$ cat config.mk
export PLATFORM = sky130hd
export DESIGN_NAME = led_chaser8_flat
export DESIGN_NICKNAME = d
export VERILOG_FILES = /design/src/rtl/led_chaser8_if.sv /design/src/rtl/led_chaser8.sv /design/src/flat_wrapper.sv
export SDC_FILE = /design/constraint.sdc
export NUM_CORES = 1
export LEC_CHECK = 0
export BUFFER_PORTS_ARGS = -buffer_cell sky130_fd_sc_hd__buf_2
export CAP_MARGIN = 40
export CORE_MARGIN = 5
export CORE_UTILIZATION = 55
export CTS_BUF_LIST = sky130_fd_sc_hd__clkbuf_8
export DETAILED_ROUTE_END_ITERATION = 7
export GPL_TIMING_DRIVEN = 0
export PLACE_DENSITY = 0.87
export SLEW_MARGIN = 20
export SYNTH_ARGS = -nofsm -noshare
export SYNTH_HDL_FRONTEND = slang
export SYNTH_SLANG_ARGS = --single-unit
$ cat constraint.sdc
create_clock -name clk -period 3.61 [get_ports clk]
set_clock_uncertainty 0.1 [all_clocks]
set_input_delay 0.722 -clock clk [delete_from_list [all_inputs] [get_ports clk]]
set_output_delay 0.722 -clock clk [all_outputs]
set_load 0.005 [all_outputs]
$ cat src/rtl/led_chaser8_if.sv
// Control and status bundle for led_chaser8. The master drives the controls;
// the slave (the chaser) returns registered position/LED state and debug state.
interface led_chaser8_if;
  // Handshake: none. en/mode/load/load_pos are level controls that the chaser
  // samples on every rising clk edge. All returned signals are registers.
  logic        en;
  logic [1:0]  mode;
  logic        load;
  logic [2:0]  load_pos;
  logic [2:0]  pos;
  logic [7:0]  led;
  logic        step_pulse;
  logic        wrap;
  logic        dbg_dir;        // 1 = up, 0 = down
  logic [15:0] dbg_prescaler;  // zero-extended prescaler count

  modport master (
    output en, mode, load, load_pos,
    input  pos, led, step_pulse, wrap, dbg_dir, dbg_prescaler
  );

  modport slave (
    input  en, mode, load, load_pos,
    output pos, led, step_pulse, wrap, dbg_dir, dbg_prescaler
  );
endinterface

$ cat src/rtl/led_chaser8.sv
// Eight-position LED chaser: prescaled step engine (down/up/bounce/hold) with load
// and registered one-hot LED drive. Define LED_CHASER_TRAIL_EN to also light the previous position.
module led_chaser8 #(
  parameter int DIV = 4
) (
  input  logic          clk,
  input  logic          reset,
  led_chaser8_if.slave  bus
);

  localparam int PW = (DIV > 1) ? $clog2(DIV) : 1;
  localparam logic [PW-1:0] PS_LAST = PW'(DIV - 1);

  typedef enum logic [1:0] {
    MODE_DOWN   = 2'b00,
    MODE_UP     = 2'b01,
    MODE_BOUNCE = 2'b10,
    MODE_HOLD   = 2'b11
  } mode_e;

  typedef enum logic {
    DIR_DOWN = 1'b0,
    DIR_UP   = 1'b1
  } dir_e;

  logic [PW-1:0] r_ps;
  logic [2:0]    r_pos;
  logic [7:0]    r_led;
  logic          r_step;
  logic          r_wrap;
  dir_e          r_dir;
`ifdef LED_CHASER_TRAIL_EN
  logic [2:0]    r_prev;
`endif

  mode_e       w_mode;
  logic        w_tick;
  logic [2:0]  w_next_pos;
  logic        w_next_wrap;
  dir_e        w_next_dir;
  logic [7:0]  w_step_led;
  logic [7:0]  w_load_led;

  function automatic logic [7:0] onehot(input logic [2:0] p);
    return 8'b0000_0001 << p;
  endfunction

  assign w_mode = mode_e'(bus.mode);
  assign w_tick = bus.en && (w_mode != MODE_HOLD) && (r_ps == PS_LAST);

  always_comb begin
    w_next_pos  = r_pos;
    w_next_wrap = 1'b0;
    w_next_dir  = r_dir;
    case (w_mode)
      MODE_DOWN: begin
        w_next_pos  = r_pos - 3'd1;
        w_next_wrap = (r_pos == 3'd0);
      end
      MODE_UP: begin
        w_next_pos  = r_pos + 3'd1;
        w_next_wrap = (r_pos == 3'd7);
      end
      MODE_BOUNCE: begin
        // Reversal happens on the tick that finds pos at the end, so a load of an end value is legal.
        if (r_dir == DIR_UP) begin
          if (r_pos == 3'd7) begin
            w_next_pos  = 3'd6;
            w_next_wrap = 1'b1;
            w_next_dir  = DIR_DOWN;
          end else begin
            w_next_pos = r_pos + 3'd1;
          end
        end else begin
          if (r_pos == 3'd0) begin
            w_next_pos  = 3'd1;
            w_next_wrap = 1'b1;
            w_next_dir  = DIR_UP;
          end else begin
            w_next_pos = r_pos - 3'd1;
          end
        end
      end
      default: ;
    endcase
  end

`ifdef LED_CHASER_TRAIL_EN
  assign w_step_led = onehot(w_next_pos) | onehot(r_pos);
`else
  assign w_step_led = onehot(w_next_pos);
`endif
  assign w_load_led = onehot(bus.load_pos);

  always_ff @(posedge clk or posedge reset) begin
    if (reset) begin
      r_ps   <= '0;
      r_pos  <= 3'd0;
      r_led  <= 8'h01;
      r_step <= 1'b0;
      r_wrap <= 1'b0;
      r_dir  <= DIR_UP;
`ifdef LED_CHASER_TRAIL_EN
      r_prev <= 3'd0;
`endif
    end else begin
      r_step <= 1'b0;
      r_wrap <= 1'b0;
      if (bus.load) begin
        r_pos <= bus.load_pos;
        r_ps  <= '0;
        r_led <= w_load_led;
`ifdef LED_CHASER_TRAIL_EN
        r_prev <= bus.load_pos;
`endif
      end else begin
        if (w_mode == MODE_HOLD) begin
          r_ps <= '0;
        end else if (bus.en) begin
          r_ps <= (r_ps == PS_LAST) ? '0 : r_ps + 1'b1;
        end
        if (w_tick) begin
          r_pos  <= w_next_pos;
          r_dir  <= w_next_dir;
          r_led  <= w_step_led;
          r_step <= 1'b1;
          r_wrap <= w_next_wrap;
`ifdef LED_CHASER_TRAIL_EN
          r_prev <= r_pos;
`endif
        end
      end
    end
  end

  assign bus.pos           = r_pos;
  assign bus.led           = r_led;
  assign bus.step_pulse    = r_step;
  assign bus.wrap          = r_wrap;
  assign bus.dbg_dir       = (r_dir == DIR_UP);
  assign bus.dbg_prescaler = 16'(r_ps);

endmodule

$ cat src/flat_wrapper.sv
// flat-port wrapper written by rule: the top's interface ports become plain ports
module led_chaser8_flat 
#(
  parameter int DIV = 4
)
  (clk, reset, bus_en, bus_mode, bus_load, bus_load_pos, bus_pos, bus_led, bus_step_pulse, bus_wrap, bus_dbg_dir, bus_dbg_prescaler);
  led_chaser8_if bus_i ();
  input  logic clk;
  input  logic reset;
  input wire logic [$bits(bus_i.en)-1:0] bus_en;
  input wire logic [$bits(bus_i.mode)-1:0] bus_mode;
  input wire logic [$bits(bus_i.load)-1:0] bus_load;
  input wire logic [$bits(bus_i.load_pos)-1:0] bus_load_pos;
  output wire logic [$bits(bus_i.pos)-1:0] bus_pos;
  output wire logic [$bits(bus_i.led)-1:0] bus_led;
  output wire logic [$bits(bus_i.step_pulse)-1:0] bus_step_pulse;
  output wire logic [$bits(bus_i.wrap)-1:0] bus_wrap;
  output wire logic [$bits(bus_i.dbg_dir)-1:0] bus_dbg_dir;
  output wire logic [$bits(bus_i.dbg_prescaler)-1:0] bus_dbg_prescaler;
  assign bus_i.en = bus_en;
  assign bus_i.mode = bus_mode;
  assign bus_i.load = bus_load;
  assign bus_i.load_pos = bus_load_pos;
  assign bus_pos = bus_i.pos;
  assign bus_led = bus_i.led;
  assign bus_step_pulse = bus_i.step_pulse;
  assign bus_wrap = bus_i.wrap;
  assign bus_dbg_dir = bus_i.dbg_dir;
  assign bus_dbg_prescaler = bus_i.dbg_prescaler;
  led_chaser8 #(.DIV(DIV)) u_core (.clk(clk), .reset(reset), .bus(bus_i));
endmodule
==> results of run 1 <==
## area by class of cell
cell class	count	area share (%)
multi-input combinational	85	42.7
sequential	16	30.4
buffer	18	9.64
timing repair buffer	23	8.70
clock buffer	3	3.12
inverter	9	2.55
tap	27	2.55
clock inverter	1	0.284
## cell usage in the layout, fill, tap and decap left out, drive strengths merged, types with 2 or more instances in the layout
cell,instances
buf,40
conb,14
dfrtp,14
nand2,13
inv,10
o31ai,9
nor2,7
ha,6
mux2i,5
clkbuf,4
o21ai,3
a31oi,3
o22a,2
xor2,2
a21o,2
o22ai,2
dfstp,2
nor3b,2
## layer usage
metal / GRT usage, % / vias up / routed length [um] / part of all wire [%]
li1: - / 456 / - / -
met3: 2.45 / 4 / 103 / 4.3
met2: 29.9 / 22 / 1220 / 51
met4: 7.47 / 0 / 24 / 1.0
met1: 22.2 / 426 / 1040 / 44
met5: 0 / - / 0 / 0
## cells by family (layout without fill, tap and decap cells)
family                   Yosys count  count (layout)  share of synthesized area, %
AO/OA/AOI/OAI                     30              30                          21.8
XOR/XNOR                           2               2                          1.62
adder cells (fa/ha/maj)            6               6                          6.94
buffers and inverters             27              54                          14.9
flip-flops                        16              16                          37.3
multiplexers                       5               5                          4.63
other                              1              14                         0.347
AND/OR/NAND/NOR                   28              28                          12.5
## flip-flops by register name (all words and copies together) (netlist names)
register	cells
u_core.bus.dbg_dir	1
u_core.bus.led	8
u_core.bus.pos	3
u_core.bus.step_pulse	1
u_core.bus.wrap	1
u_core.r_ps	2
## tightest hold or removal path: cells and delay by family, from the launching register on
family / cells / cell delay (ns)
compound gates: 1 / 0.06
flops: 1 / 0.34
simple gates: 1 / 0.05
## worst paths after layout
path                                        start           endpoint  cells after the start
worst max-delay path            u_core.bus.pos[0]  u_core.bus.led[5]                      6
worst min-delay path            u_core.bus.led[4]  u_core.bus.led[4]                      2
worst max register to register  u_core.bus.pos[0]  u_core.bus.led[5]                      6
worst min register to register  u_core.bus.led[4]  u_core.bus.led[4]                      2
max in group asynchronous                   reset    u_core.bus.wrap                      2
min in group asynchronous                   reset  u_core.bus.led[4]                      2
## through the flow
stage | setup slack, ns | area (um2)
2_1_floorplan | 1.68 | 1130
3_3_place_gp | 1.42 | 1280
3_5_place_dp | 1.35 | 1280
4_1_cts | 1.46 | 1320
5_1_grt | 1.30 | 1320
6_report | 1.48 | 1320
## report_power, final
| part | internal [W] | switching (W) | leakage [nW] |
|---|---|---|---|
| Sequential | 0.000195 | 0.0000138 | 0.205 |
| Clock | 0.0000753 | 0.0000585 | 0.0269 |
| Combinational | 0.0000605 | 0.0000725 | 0.485 |
| Total | 0.000331 | 0.000145 | 0.716 |
==> out/metrics.cfg, run 1 <==
[synth]
synth_warnings = 0
async_flop_share_pct = 100
seq_area_frac_synth_pct = 37.3
ys_ff_latch = 16
yosys.cell_count.top_type = buf_4
ys.flop_type = dfrtp_1
syn_avg_cell_area_um2 = 9.40
synth_area_leaders = dfrtp_1 (32%), buf_4 (10%), ha_1 (6.9%)
yosys-top-cells-count = buf_4 (15), dfrtp_1 (14), nand2_1 (13)
synth.distinct_cells = 36
yosys.area.top_type = dfrtp_1
syn_inst = 115
synth_top_area_share_pct = 32.4
synth-edff-count = 0
netlist_area_um2 = 1080

[final_layout]
ff_latch_area_um2 = 403
diodes = 0
multi_input_area_um2 = 566
final_cells = 182
utilization_pct = 68.9
nNetsFinal = 171
fill_cells = 153
synthToLayoutAreaGrowth_pct = 22.5
drive_gt1_share_pct = 33.5

[setup_path]
slowest_stage = dfrtp_1
worstPathCellList = ha_1 -> ha_1 -> a21oi_1 -> a2bb2oi_1 -> o22ai_1 -> o31ai_1
worst_path_dominant_cell_family = compound AO/OA/AOI/OAI gates
slowest_delay_ns = 0.45
path_buf_inv = 0
crit_required_ns = 3.66
crit_type = reg -> reg
worstSetupEndpointType = flip-flop
worstPathArrival_ns = 2.18
cp_common_cell = ha_1
startpoint_type = flip-flop
r2r_slack_ns = 1.48
path_max_fanout = 7

[die]
die_area_um2 = 2950
initial_utilization_pct = 56.3
die_width_um = 54.3
die_h_um = 54.3
rows = 16
core_area_um2 = 1920
io_pins = 39

[clocking]
cts_tree = yes
clk_pin_slew_ns = 0.06
clkLatencyLatePin_ns = 0.25
ctsResizeCount = 0
root_buffer = clkbuf_8
clockBufferDepth = 2
clock_sinks = 16
htreeDepth = 1
cts-buffers-inserted = 3
cts_setup_buffers = 0
holdBufCountCts = 0

[global_route]
grt_pass1_wl_um = 3730
grt_antenna_before_repair = 0
grt-ovfl-total = 0
grt_pass1_vias = 850
track_usage_pct = 17.6
grt_max_degree = 17

[timing]
setup_viol = 0
setup_tns_ns = 0
tightestPinTransition_ns = 0.600
period_needed_ns = 2.13
rsz0062_at_grt = false
slew_headroom_pct = 59.9
min_period_over_period_pct = 59.1
final_hold_viol_count = 0
whs_ns = 0.384
slew_viol_final = 0
fmax_ghz = 0.468

[route]
drt_wl_total_um = 2380
wl_per_cell_um = 13.1
routed-via-count = 908
first_iter_violations = 9
drc = 0
drt_pass1_iterations = 4
vias_per_cell = 4.99
antenna_left = 0

[power]
max-vdd-ir-drop_mv = 0.331
p_leak_nw = 0.716
report.power.total_w = 0.000476
power_density_nw_per_um2 = 360

[placement]
place_inst = 178
port_buffers = 23
place_congestion = 0.837
dp_hpwl_um = 1890

[outcome]
status = finished clean

[flow_run]
drv_cap = 0

[worst_hold_path]
hold_path_class = reg -> reg

Power figures use the tool's default switching activity.
==> run 2, diff against run 1 <==
--- a/config.mk
+++ b/config.mk
@@ -8,11 +8,11 @@
 export BUFFER_PORTS_ARGS = -buffer_cell sky130_fd_sc_hd__buf_2
 export CAP_MARGIN = 40
 export CORE_MARGIN = 5
-export CORE_UTILIZATION = 55
+export CORE_UTILIZATION = 46
 export CTS_BUF_LIST = sky130_fd_sc_hd__clkbuf_8
 export DETAILED_ROUTE_END_ITERATION = 7
 export GPL_TIMING_DRIVEN = 0
-export PLACE_DENSITY = 0.87
+export PLACE_DENSITY = 0.78
 export SLEW_MARGIN = 20
 export SYNTH_ARGS = -nofsm -noshare
 export SYNTH_HDL_FRONTEND = slang
==> constraint.sdc (replaced) <==
create_clock -name clk -period 1.9 [get_ports clk]
set_clock_uncertainty 0.1 [all_clocks]
set_input_delay 0.38 -clock clk [delete_from_list [all_inputs] [get_ports clk]]
set_output_delay 0.38 -clock clk [all_outputs]
set_load 0.005 [all_outputs]
==> run 2 against run 1 <==
Against the previous run:
- hold slack worse by 0.30 ns
- wire length increased by 23%
- core utilization increased by 1.9 points
- critical path type unchanged
- the run now ends with negative setup slack left
- setup slack lost 1.5 ns
- fmax increased by 11%
- total power grew 130%
- sequential power grew 91%
- count of clock-buffer cells in the layout is 1 higher
- critical path depth is the same
- non-clock buffer count up 7
- first-iteration DRC count increased to 2.9 times the previous value
==> out/metrics.cfg, run 2 (same netlist as run 1, synthesis figures left out) <==
[setup_path]
crit_required_ns = 1.96  ; was 3.66 ns
startpoint_type = flip-flop  ; unchanged
worstPathArrival_ns = 1.99  ; was 2.18 ns
path_max_fanout = 4  ; was 7
worstSetupEndpointType = flip-flop  ; unchanged
crit_type = reg -> reg  ; unchanged

[timing]
period_needed_ns = 1.93  ; was 2.13 ns
rsz0062_at_grt = true  ; was false
min_period_over_period_pct = 101  ; was 59.1%
fmax_ghz = 0.519  ; was 0.468 GHz
setup_viol = 2  ; was 0
setup_ws_ns = -0.0263  ; was 1.48 ns
tightestPinTransition_ns = 0.608  ; was 0.600 ns
whs_ns = 0.0863  ; was 0.384 ns
final_hold_viol_count = 0  ; unchanged
slew_viol_final = 0  ; unchanged
slew_headroom_pct = 59.4  ; was 59.9%

[clocking]
clock_sinks = 16  ; unchanged
htreeDepth = 1  ; unchanged
cts_tree = yes  ; unchanged
clk_pin_slew_ns = 0.06  ; about the same
root_buffer = clkbuf_8  ; unchanged
clockBufferDepth = 2  ; unchanged
holdBufCountCts = 0  ; unchanged
clkLatencyLatePin_ns = 0.25  ; about the same
cts-buffers-inserted = 3  ; unchanged

[placement]
post-place-ws_ns = -0.263  ; was 1.35 ns
place_congestion = 0.912  ; was 0.837
dp_hpwl_um = 2010  ; was 1890 um
port_buffers = 23  ; unchanged

[global_route]
grt_antenna_before_repair = 0  ; unchanged
grt-ovfl-total = 0  ; unchanged
track_usage_pct = 17.4  ; was 17.6%
grt_pass1_vias = 971  ; was 850
grt_max_degree = 17  ; unchanged
grt_pass1_wl_um = 4420  ; was 3730 um

[route]
drc = 0  ; unchanged
routed-via-count = 992  ; was 908
wl_per_cell_um = 15.5  ; was 13.1 um
first_iter_violations = 26  ; was 9
drt_wl_total_um = 2940  ; was 2380 um
antenna_left = 0  ; unchanged
vias_per_cell = 5.22  ; was 4.99
drt_pass1_iterations = 6  ; was 4

[final_layout]
synthToLayoutAreaGrowth_pct = 46.3  ; was 22.5%
nNetsFinal = 178  ; was 171
mostFrequentLayoutCell = buf_2  ; unchanged
diodes = 0  ; unchanged
drive_gt1_share_pct = 51.9  ; was 33.5%
fill_cells = 177  ; was 153
layout_common_cells = buf_2 (25), buf_4 (22), conb_1 (14)  ; was buf_2 (25), buf_4 (15), conb_1 (14), dfrtp_1 (14), nand2_1 (13)
largest_reg_flops = 8  ; unchanged

[power]
p_leak_nw = 0.774  ; was 0.716 nW
power_density_nw_per_um2 = 698  ; was 360 nW/um2
max-vdd-ir-drop_mv = 0.493  ; was 0.331 mV

[worst_hold_path]
hold_path_class = in -> async  ; was reg -> reg

[outcome]
status = finished, violations left  ; was finished clean
violations = negative setup slack

[die]
io_pins = 39  ; unchanged
die_area_um2 = 3420  ; was 2950 um2
core_area_um2 = 2230  ; was 1920 um2
initial_utilization_pct = 48.4  ; was 56.3%
die_h_um = 58.5  ; was 54.3 um
rows = 17  ; was 16
die_width_um = 58.5  ; was 54.3 um

[flow_run]
drv_cap = 0  ; unchanged

## run 2: final cells by class
type,count,area [um2],area share [%]
Sequential cell,16,407,25.7
Tap cell,28,35.0,2.22
Clock buffer,4,55.1,3.48
Inverter,9,36.3,2.29
Buffer,18,128,8.07
Multi-Input combinational cell,85,753,47.6
Timing Repair Buffer,30,168,10.6
## run 2: path summary, 6_finish.rpt
path                       depth (start not counted)              start  slack [ns]           endpoint
setup / recovery                                   6  u_core.bus.pos[0]       -0.03  u_core.bus.led[4]
hold / removal                                     2              reset        0.09  u_core.bus.led[5]
setup reg to reg                                   6  u_core.bus.pos[0]       -0.03  u_core.bus.led[4]
hold reg to reg                                    2  u_core.bus.led[7]        0.38  u_core.bus.led[7]
max in group asynchronous                          2              reset        1.18  u_core.bus.pos[2]
min in group clk                                   3             bus_en        0.37     u_core.r_ps[0]
## run 2: power by group
group	internal [W]	switching [W]	total (W)
Clock	0.000184	0.000123	0.000307
Sequential	0.000373	0.0000263	0.000399
Combinational	0.000191	0.000206	0.000397
## run 2: metal layers
| metal | part of all wire, % | wire (um) | vias up | global-route usage, % |
|---|---|---|---|---|
| li1 | - | - | 472 | - |
| met5 | 0 | 0 | - | 0 |
| met3 | 4.2 | 123 | 11 | 3.73 |
| met1 | 39 | 1140 | 470 | 19.3 |
| met4 | 3.6 | 107 | 0 | 9.93 |
| met2 | 53 | 1570 | 39 | 30.3 |
## run 2: repair_timing
action,CTS,global route
pin swaps,9,2
setup endpoints to repair,11,9
gates resized for setup,25,11
buffers inserted,4,3
## run 2: metrics by stage
step	area, um2	utilization, %	power, W	TNS (ns)	cells
final	1580	70.8	0.00110	-0.0306	190
after global routing	1580	70.8	0.00116	-0.342	190
after CTS	1490	66.9	0.00105	0	187
after detailed placement	1280	57.3	0.000656	-2.35	179
after global placement	1280	57.3	0.000644	-1.54	179
after floorplan	1130	-	0.000575	0	128
## run 2: critical path, cell delays in order (launching register included)
cell and delay, ns:
dfrtp_2 0.45, inv_4 0.09, ha_4 0.15, xor2_4 0.17, o311ai_4 0.15, a311o_2 0.48, o31ai_2 0.24
